==> config.mk <==
export PLATFORM = sky130hd
export DESIGN_NAME = seg_display_driver
export DESIGN_NICKNAME = d
export VERILOG_FILES = /design/src/rtl/seg_display_driver.sv
export SDC_FILE = /design/constraint.sdc
export NUM_CORES = 1
export LEC_CHECK = 0
export CORE_UTILIZATION = 55
export CTS_BUF_LIST = sky130_fd_sc_hd__clkbuf_8
export DETAILED_ROUTE_END_ITERATION = 7
export GPL_TIMING_DRIVEN = 0
export HOLD_SLACK_MARGIN = 0.08
export PLACE_DENSITY_LB_ADDON = 0.05
export SYNTH_ARGS = -nofsm -noshare
export SYNTH_HDL_FRONTEND = slang
export SYNTH_SLANG_ARGS = --single-unit
==> constraint.sdc <==
create_clock -name clk -period 5.1 [get_ports clk]
set_input_delay 0.765 -clock clk [delete_from_list [all_inputs] [get_ports clk]]
set_output_delay 0.765 -clock clk [all_outputs]
set_load 0.02 [all_outputs]
==> src/rtl/seg_display_driver.sv <==
// seg_display_driver
// Converts a 14-bit binary value (saturated to 9999) to four BCD digits with
// a sequential double-dabble converter, then time-multiplexes the digits onto
// a 4-digit active-low common-anode seven-segment display with leading-zero
// blanking.
module seg_display_driver #(
   parameter int unsigned REFRESH_TICKS = 100000
) (
   input  logic        clk,
   input  logic        rst,
   input  logic [13:0] number,
   output logic [6:0]  seg,
   output logic [3:0]  an,
   output logic        dp,
   output logic        busy
);

   typedef enum logic {
      IDLE  = 1'b0,
      SHIFT = 1'b1
   } state_t;

   localparam logic [13:0] SAT_MAX  = 14'd9999;
   localparam logic [3:0]  LAST_SH  = 4'd13;
   localparam logic [19:0] LAST_REF = 20'(REFRESH_TICKS - 1);

   state_t      state, state_nx;
   logic [13:0] cap, cap_nx;
   logic [29:0] sh, sh_nx;
   logic [3:0]  cnt, cnt_nx;
   logic [15:0] bcd_reg, bcd_nx;
   logic [19:0] ref_cnt;
   logic [1:0]  idx;

   logic [13:0] sat;
   logic [29:0] adj;
   logic [29:0] shifted;
   logic [3:0]  digit;
   logic        blank;

   // Clamp the incoming value to the largest displayable number.
   always_comb begin
      sat = (number > SAT_MAX) ? SAT_MAX : number;
   end

   // One double-dabble step: add 3 to every BCD nibble >= 5, then shift left.
   always_comb begin
      adj = sh;
      for (int unsigned i = 0; i < 4; i++) begin
         if (sh[14 + 4*i +: 4] >= 4'd5) begin
            adj[14 + 4*i +: 4] = sh[14 + 4*i +: 4] + 4'd3;
         end
      end
      shifted = {adj[28:0], 1'b0};
   end

   // Conversion state and datapath registers.
   always_ff @(posedge clk or posedge rst) begin
      if (rst) begin
         state   <= IDLE;
         cap     <= '0;
         sh      <= '0;
         cnt     <= '0;
         bcd_reg <= '0;
      end else begin
         state   <= state_nx;
         cap     <= cap_nx;
         sh      <= sh_nx;
         cnt     <= cnt_nx;
         bcd_reg <= bcd_nx;
      end
   end

   // Next-state and datapath update; bcd_reg only loads on the final shift
   // so the display never shows a partially converted value.
   always_comb begin
      state_nx = state;
      cap_nx   = cap;
      sh_nx    = sh;
      cnt_nx   = cnt;
      bcd_nx   = bcd_reg;
      case (state)
         IDLE: begin
            if (sat != cap) begin
               cap_nx   = sat;
               sh_nx    = {16'b0, sat};
               cnt_nx   = '0;
               state_nx = SHIFT;
            end
         end
         SHIFT: begin
            sh_nx  = shifted;
            cnt_nx = cnt + 4'd1;
            if (cnt == LAST_SH) begin
               bcd_nx   = shifted[29:14];
               state_nx = IDLE;
            end
         end
      endcase
   end

   // Refresh timer: each digit stays lit for REFRESH_TICKS clocks.
   always_ff @(posedge clk or posedge rst) begin
      if (rst) begin
         ref_cnt <= '0;
         idx     <= '0;
      end else if (ref_cnt == LAST_REF) begin
         ref_cnt <= '0;
         idx     <= idx + 2'd1;
      end else begin
         ref_cnt <= ref_cnt + 20'd1;
      end
   end

   // Select the active digit and decide whether it is a leading zero.
   always_comb begin
      digit = '0;
      blank = 1'b0;
      case (idx)
         2'd0: begin
            digit = bcd_reg[3:0];
            blank = 1'b0;
         end
         2'd1: begin
            digit = bcd_reg[7:4];
            blank = (bcd_reg[15:4] == 12'd0);
         end
         2'd2: begin
            digit = bcd_reg[11:8];
            blank = (bcd_reg[15:8] == 8'd0);
         end
         2'd3: begin
            digit = bcd_reg[15:12];
            blank = (bcd_reg[15:12] == 4'd0);
         end
      endcase
   end

   // Anode select (active-low), forced off for blanked digits.
   always_comb begin
      if (blank) begin
         an = '1;
      end else begin
         an = ~(4'b0001 << idx);
      end
   end

   // Seven-segment decode {g,f,e,d,c,b,a}, active-low.
   always_comb begin
      seg = '1;
      case (digit)
         4'd0: seg = 7'b1000000;
         4'd1: seg = 7'b1111001;
         4'd2: seg = 7'b0100100;
         4'd3: seg = 7'b0110000;
         4'd4: seg = 7'b0011001;
         4'd5: seg = 7'b0010010;
         4'd6: seg = 7'b0000010;
         4'd7: seg = 7'b1111000;
         4'd8: seg = 7'b0000000;
         4'd9: seg = 7'b0010000;
         default: seg = '1;
      endcase
   end

   assign dp   = 1'b1;
   assign busy = (state == SHIFT);

endmodule

**Yosys cells after proc, flatten, opt, wreduce, memory -nomap -nowiden**

Memory sizes are Yosys's and may differ from the RTL's.
Cells that the tools add are included.

- Register bits after elaboration: 87
- Output and inout bits: 13
- Memory bits (read-only): 112
- Memories: 1
- Input port bits: 16
- Word-level logic and storage cells: 52

Memory list:

| name | depth | bits a word | read ports | clocked after memory_dff | write ports | line | source |
|---|---|---|---|---|---|---|---|
| (name not given) | 16 | 7 | 1 | 0 | 0 | 151 | `case (digit)` |

- Eq/ne operators: 7
- Bitwise logic cells: 2
- Add/sub/neg operators: 7
- Reduce and logical (&&, ||, !) cells: 6
- Mux-type cells: 16
- $lt $le $gt $ge: 5
- Shift operators: 1

Operators by type and width:

| cell | number |
|---|---|
| one-hot mux 30 bit (2 select lines) | 1 |
| two-way mux 30 bit | 1 |
| adder 20 x 1 -> 20 bit (second input constant) | 1 |
| == test 20 x 17 -> 1 bit (second input constant) | 1 |
| two-way mux 20 bit | 1 |
| two-way mux 4 bit | 5 |
| >= comparator 4 x 3 -> 1 bit (second input constant) | 4 |
| one-hot mux 4 bit (4 select lines) | 1 |
| greater-than comparator 14 bit (second input constant) | 1 |
| two-way mux 14 bit | 1 |
| != test 14 bit | 1 |
| adder 4 x 2 -> 4 bit (second input constant) | 3 |
| logical NOT 12 bit | 1 |
| logical NOT 8 bit | 1 |
| one-hot mux 4 bit (2 select lines) | 1 |
| adder 4 x 1 -> 4 bit (second input constant) | 1 |
| == test 2 bit (second input constant) | 2 |
| == test 4 bit (second input constant) | 1 |
| logical NOT 4 bit | 1 |
| inverter 4 bit | 1 |
| one-hot mux 1 bit (4 select lines) | 1 |
| AND reduction 2 bit | 2 |
| left shift 1 x 2 -> 4 bit (first input constant) | 1 |
| adder 3 x 2 -> 3 bit (second input constant) | 1 |
| 8 further kinds | 9 |

**Logic depth before layout (Yosys ltp)**

Gate-level depths: netlist (run 1).

- Depth after elaboration: 5
- Depth in mapped cells: 10
- Gate-level depth less buffers: 10

**Least setup slack after synthesis (run 1)**

Ideal clock, no wire load.

- Path type: input -> register
- From: in number[6]
- To: reg cap[11]
- Data arrival time: 2.884 ns
- Required time: 4.975 ns
- Buffers on the path: 1
- Setup slack: 2.091 ns
- Library setup time: 0.125 ns
- Cell stages on the path: 8
- Cell sequence: or4_4 -> a31o_4 -> or3_1 -> a22oi_1 -> nand4_2 -> and2_1 -> buf_6 -> mux2_4

- Cells in the longest elaborated chain, start to end: 4

Ends and longest elaborated chain:

| what | line | source |
|---|---|---|
| start: declaration | 11 | `input logic [13:0] number,` |
| greater-than comparator 14 bit | 43 | `sat = (number > SAT_MAX) ? SAT_MAX : number;` |
| two-way mux 14 bit (*) | 43 |  |
| != test 14 bit | 84 | `if (sat != cap) begin` |
| AND reduction 2 bit (no line) | n/a |  |
| end signal: assignment | 67 | `cap <= cap_nx;` |
| end: declaration | 28 | `logic [13:0] cap, cap_nx;` |

Every way passes the cells marked *; elsewhere a longest branch is shown, timed or not.
A chain may end at the register's enable or synchronous reset.

**Final worst setup path (run 1)**

- From: reg idx[0]
- To: out seg[1]

- Cells in the longest elaborated chain, start to end: 3
- Elaborated cells between the ends (all ways): 6
- Classes of those cells: eq/ne (3); mux (1); reduce/logical (1); memory (1)

Ends and longest elaborated chain:

| what | line | source |
|---|---|---|
| start: declaration | 33 | `logic [1:0] idx;` |
| start signal: assignment | 109 | `idx <= idx + 2'd1;` |
| == test 2 bit, or another cell as far along | 119 | `case (idx)` |
| one-hot mux 4 bit (4 select lines) (*) | 119 |  |
| memory (16 x 7 bit) (*) | n/a |  |
| end: declaration | 12 | `output logic [6:0] seg,` |

Marks and branches as above.

==> impl_metrics.yaml, run 1 <==
floorplanning:
  die_area_um2: 9078
  initial_core_util_pct: 57.67
  io_pins: 29
  core-area_um2: 8299
  num_rows: 33
  die_h_um: 95.28
  die_w_um: 95.28
grt:
  grt_max_degree: 51
  grt_usage_pct: 25.03
  grt_pass1_vias: 3669
  gr-total-overflow: 0
  grt_pass1_wl_um: 17320
  grt_antenna_before_repair: 0
logic_synthesis:
  synth_area_leaders: "dfrtp_1 (45%), ha_1 (5.5%), a21oi_1 (4.4%)"
  syn_area_um2: 4786
  avgSynthCellArea_um2: 9.496
  synth_area_leader_cell: "dfrtp_1"
  yosysSeqAreaShare_pct: 45.49
  syn_nets: 541
  synth_edf_count: 0
  ys_ff_latch: 87
  synth_cells: 504
  synthDistinctLibCells: 53
  synth.top_cell.area_share_pct: 45.49
  synth_flop_cell: "dfrtp_1"
  async_flop_share_pct: 100.0
  synth_warnings: 0
hold_path:
  hold_end: "ref_cnt[4]"
  min_path_type: "reg -> reg"
  hold_depth: 1
  hold_path.startpoint: "ref_cnt[4]"
detailed_routing:
  wirelength_um: 10570
  vias: 3876
  routedWlPerCell_um: 16.19
  drc: 0
  final_antenna_net_count: 0
  first_iter_violations: 259
  routed_via_density: 5.936
  drt_pass1_iterations: 8
cells_and_area:
  largest_reg_flops: 30
  drive_above_1_share_pct: 6.934
  final_area_um2: 5416
  num-nets-final: 580
  syn2layout_area_growth_pct: 13.18
  n_antenna_cell: 0
  fill_cells: 728
critical_path:
  critPathKind: "reg -> out"
  crit_path_cell_trace: "inv_1, ha_1, clkinv_1, o21ai_0, inv_1, ha_1, o21ai_0, and2_1, clkdlybuf4s50_1"
  reg2reg_to: "sh[27]"
  r2r_cells: 8
  arrival_ps: 3240
  cp_top_family: "buffers and inverters"
  slowest_stage: "o21ai_0"
  startpoint_type: "flop"
  path_buf_inv: 4
  required_ps: 4340
  endpoint_kind: "output pin"
  max_stage_delay_ps: 650
  crit_fanout: 9
  reg2reg_from: "cap[10]"
  ff2ff_setup_slack_ps: 2720
clock_network:
  clkLatencyLatePin_ps: 350
  post-cts-setup-buffers: 0
  hold_buffers: 0
  htree_num_levels: 3
  cts_tree: "built"
  clk_pin_slew_ps: 80
  cts_root_buf: "clkbuf_8"
  cts_max_path_buffers: 2
  cts_buffers: 9
  cts.sinks: 87
  post_cts_resized: 0
placement:
  port_buffers: 27
  gp_congestion: 0.8435
  hpwlAfterDp_um: 7717
  placed_area_um2: 5218
run:
  maxCapViolCount: 0
power_and_ir_drop:
  power_density_nw_per_um2: 513.3
  leakage_nw: 2.387
  ir_worst_vdd_uv: 223.2
  finalPower_mw: 2.780
sta:
  period_needed_ps: 4008
  slew_violations: 0
  tightest_slew_ps: 728.0
  fmaxAchievable_ghz: 0.2495
  period_share_pct: 78.59
  tns_ps: 0
  rsz0062_at_grt: "false"
  maxSlewHeadroom_pct: 51.14
  hold_viol_final: 0
  fin_worst_skew_ps: 11.15
  finalSetupViolations: 0
status:
  status: "completed"
-- report_power, final --
part | switching, mW | total (mW) | internal, mW
Sequential | 0.200 | 1.12 | 0.920
Clock | 0.243 | 0.481 | 0.238
Combinational | 0.638 | 1.18 | 0.542
Total | 1.08 | 2.78 | 1.70
-- cell usage after synthesis, types with 3 or more instances --
library cell and number:
nor2b_1 7, inv_1 30, nand2b_1 7, or3_1 6, and2_1 3, dfrtp_1 87, xor2_1 8, ha_1 21
nor4bb_1 3, nor3_1 10, nand2_1 53, nand4_1 5, o22ai_1 7, clkbuf_1 16, mux2_2 8, xnor2_1 20
a21o_1 3, and3_1 6, mux2i_1 9, nand3_1 12, o21ai_0 32, nor3b_1 9, o311ai_0 4, a21oi_1 42
a222oi_1 5, o21ai_1 4, nor4_1 6, nor2_1 34, mux2_4 3, a221oi_1 4, a211oi_1 4, o31ai_1 6
-- cell families (layout without fill, tap and decap cells) --
kind of cell / after synthesis / in the layout / share of synthesized area (%)
xor gates and xnor gates: 28 / 28 / 5.124
adders and majority gates: 21 / 21 / 5.490
muxes: 20 / 20 / 4.706
and+or+nand+nor: 168 / 168 / 17.70
AOI/OAI and AO/OA: 127 / 127 / 16.89
other: 1 / 1 / 0.07836
DFF: 87 / 87 / 45.49
buffers and inverters: 52 / 96 / 4.523
-- how the worst max path moves through the flow --
stage	endpoint	cells past startpoint	start	slack (ps)
2_1_floorplan	bcd_reg[0]	1	rst	2080
3_3_place_gp	cap[11]	2	rst	700
3_5_place_dp	sh[8]	10	number[7]	1290
4_1_cts	seg[1]	9	idx[0]	1050
5_1_grt	seg[1]	9	idx[0]	870
6_report	seg[1]	9	idx[0]	1090
-- per-layer routing --
| layer | track usage, % | wire length [um] | vias to the layer above |
|---|---|---|---|
| met5 | 0 | 0 | - |
| met4 | 7.197 | 167 | 0 |
| met3 | 3.589 | 487 | 14 |
| met2 | 41.49 | 5013 | 103 |
| met1 | 34.13 | 4903 | 1894 |
| li1 | - | - | 1865 |
-- through the flow --
| step | setup slack [ps] | hold slack [ps] | std cells | utilization, % |
|---|---|---|---|---|
| 2_1_floorplan | 2085 | 444.6 | 504 | - |
| 3_3_place_gp | 699.5 | 463.9 | 636 | 62.51 |
| 3_5_place_dp | 1287 | 468.2 | 637 | 62.87 |
| 4_1_cts | 1051 | 483.5 | 653 | 65.26 |
| 5_1_grt | 868.3 | 503.7 | 653 | 65.26 |
| 6_report | 1092 | 476.3 | 653 | 65.26 |
-- final cells by class --
class / count / area [um2] / area share [%]
Buffer: 21 / 100.1 / 1.848
Clock buffer: 10 / 137.6 / 2.541
Clock inverter: 6 / 61.31 / 1.132
Inverter: 31 / 118.9 / 2.195
Multi-Input combinational cell: 365 / 2392 / 44.17
Sequential cell: 87 / 2177 / 40.19
Tap cell: 105 / 131.4 / 2.426
Timing Repair Buffer: 28 / 297.8 / 5.498
-- layout by cell type (no fill, tap or decap), types with 5 or more instances in the layout --
master / netlist / layout
nor2b_1: 7 / 7
xnor2_1: 20 / 20
dfrtp_1: 87 / 87
clkbuf_1: 16 / 16
nor4_1: 6 / 6
mux2i_1: 9 / 9
o31ai_1: 6 / 6
a222oi_1: 5 / 5
xor2_1: 8 / 8
clkdlybuf4s50_1: 0 / 27
inv_1: 30 / 31
nand3_1: 12 / 12
mux2_2: 8 / 8
and3_1: 6 / 6
nor3_1: 10 / 10
nor3b_1: 9 / 9
o22ai_1: 7 / 7
a21oi_1: 42 / 42
clkbuf_8: 0 / 10
or3_1: 6 / 6
nand4_1: 5 / 5
nor2_1: 34 / 34
nand2_1: 53 / 53
nand2b_1: 7 / 7
ha_1: 21 / 21
o21ai_0: 32 / 32
Power figures use the tool's default switching activity.
==> run 2: changes to the inputs <==
==> constraint.sdc (replaced) <==
create_clock -name clk -period 3.9 [get_ports clk]
set_input_delay 0.585 -clock clk [delete_from_list [all_inputs] [get_ports clk]]
set_output_delay 0.585 -clock clk [all_outputs]
set_load 0.02 [all_outputs]
==> run 2 against run 1 <==
Routed wire length down 0.35%; power up 31%; sequential share of layout area down 0.056 points; clock power increased by 31%; flip-flop and latch count is the same; non-clock buffer count is the same; design area is 0.14% higher; setup slack worse by 840 ps; core utilization is 0.090 points higher; clock-buffer cell count stayed put; die area unchanged; critical path depth up 1; largest cell class unchanged.
==> impl_metrics.yaml, run 2 (synthesis gave the netlist of run 1 again) <==
detailed_routing:
  met1_length_um: 4866
  wirelength_um: 10530
  drt_pass1_iterations: 5
  wl_met3_um: 470
  top_layer_used: "met4"
  wl_met2_um: 5027
  routed_via_density: 5.922
  final_antenna_net_count: 0
  routedWlPerCell_um: 16.13
  vias: 3867
  drc: 0
  first_iter_violations: 257
floorplanning:
  num_rows: 33
  die_h_um: 95.28
  initial_core_util_pct: 57.67
  io_pins: 29
  core-area_um2: 8299
  die_area_um2: 9078
  die_w_um: 95.28
critical_path:
  ff2ff_setup_slack_ps: 1510
  startpoint_type: "flop"
  reg2reg_from: "cap[10]"
  required_ps: 3310
  max_stage_delay_ps: 590
  crit_path_cell_trace: "inv_1, ha_1, a222oi_1, nand2_1, o21ai_2, inv_1, ha_1, o21ai_0, and2_1, clkdlybuf4s50_1"
  critPathKind: "reg -> out"
  reg2reg_to: "sh[27]"
  slowest_stage: "clkdlybuf4s50_1"
  arrival_ps: 3060
  crit_fanout: 6
  endpoint_kind: "output pin"
  r2r_cells: 8
sta:
  period_share_pct: 93.45
  maxSlewHeadroom_pct: 62.56
  setup_slack_ps: 255.4
  slew_violations: 0
  whs_ps: 476.3
  hold_viol_final: 0
  rsz0062_at_grt: "false"
  fin_worst_skew_ps: 11.11
  period_needed_ps: 3645
  finalSetupViolations: 0
  fmaxAchievable_ghz: 0.2744
  tns_ps: 0
  tightest_slew_ps: 557.9
cells_and_area:
  final_area_um2: 5424
  largest_reg_flops: 30
  drive_above_1_share_pct: 7.299
  final_cell_mix: "dfrtp_1 (87), nand2_1 (53), a21oi_1 (42)"
  fin_cells: 653
  layout_commonest_cell: "dfrtp_1"
  fin_util_pct: 65.35
  n_antenna_cell: 0
  num-nets-final: 580
  fill_cells: 724
  syn2layout_area_growth_pct: 13.33
power_and_ir_drop:
  ir_worst_vdd_uv: 290.7
  switching_share_pct: 38.86
  p_clk_share_pct: 17.3
  switchingPower_mw: 1.414
  finalPower_mw: 3.640
  power_density_nw_per_um2: 671.1
  p_int_mw: 2.226
  leakage_nw: 2.390
  combPwrFrac_pct: 42.4
  power_frac_seq_pct: 40.3
clock_network:
  cts_tree: "built"
  cts_max_path_buffers: 2
  clkLatencyLatePin_ps: 350
  htree_num_levels: 3
  cts.sinks: 87
  clk_pin_slew_ps: 80
  hold_buffers: 0
  post_cts_resized: 0
  post-cts-setup-buffers: 0
  cts_buffers: 9
  cts_root_buf: "clkbuf_8"
placement:
  placed_area_um2: 5218
  hpwlAfterDp_um: 7717
  dp_cells: 637
  pre_cts_slack_ps: 267.4
  gp_congestion: 0.8435
  port_buffers: 27
grt:
  gr-total-overflow: 0
  grt_max_degree: 51
  grt_pass1_wl_um: 17320
  grt_usage_pct: 25.03
  grt_pass1_vias: 3669
  grt_antenna_before_repair: 0
hold_path:
  hold_end: "ref_cnt[4]"
  min_path_type: "reg -> reg"
  hold_path.startpoint: "ref_cnt[4]"
  hold_depth: 1
run:
  maxCapViolCount: 0
status:
  status: "completed"
## run 2: worst max-delay path by stage
stage,start,end,slack [ps]
finish,idx[0],seg[1],260
global route,idx[0],seg[1],50
CTS,idx[0],seg[1],30
detailed placement,number[7],sh[8],270
global placement,rst,cap[11],-320
floorplan,rst,bcd_reg[0],1060
## run 2: power by group through the flow
stage          Sequential, mW  Combinational [mW]  Clock, mW
6_report                 1.47                1.54      0.628
5_1_grt                  1.50                1.74      0.674
3_3_place_gp             1.46                1.49          0
4_1_cts                  1.46                1.56      0.640
3_5_place_dp             1.48                1.55          0
2_1_floorplan            1.40                1.14          0
## run 2: layout make-up
class	instances	area (um2)	share of cell area (%)
multi-input combinational	365	2400	44.24
sequential	87	2177	40.14
timing repair buffer	28	297.8	5.490
clock buffer	10	137.6	2.537
tap	105	131.4	2.422
inverter	31	118.9	2.191
buffer	21	100.1	1.845
clock inverter	6	61.31	1.130
## run 2: layer usage
| layer | track usage [%] | vias up |
|---|---|---|
| li1 | - | 1865 |
| met1 | 34.13 | 1890 |
| met2 | 41.49 | 98 |
| met3 | 3.589 | 14 |
| met4 | 7.197 | 0 |
| met5 | 0 | - |
## run 2: worst max-delay path: cells and delay by family (launching register included)
kind,cells,cell delay (ps)
compound gates,3,680
flops,1,380
buf+inv,3,790
simple gates,2,250
fa+ha+maj,2,610
==> run 3: changes to the inputs <==
--- a/config.mk
+++ b/config.mk
@@ -5,6 +5,7 @@
 export SDC_FILE = /design/constraint.sdc
 export NUM_CORES = 1
 export LEC_CHECK = 0
+export CAP_MARGIN = 0
 export CORE_UTILIZATION = 55
 export CTS_BUF_LIST = sky130_fd_sc_hd__clkbuf_8
 export DETAILED_ROUTE_END_ITERATION = 7
==> results of run 3 <==
Final layout, timing and power as in run 2 (identical DEF).
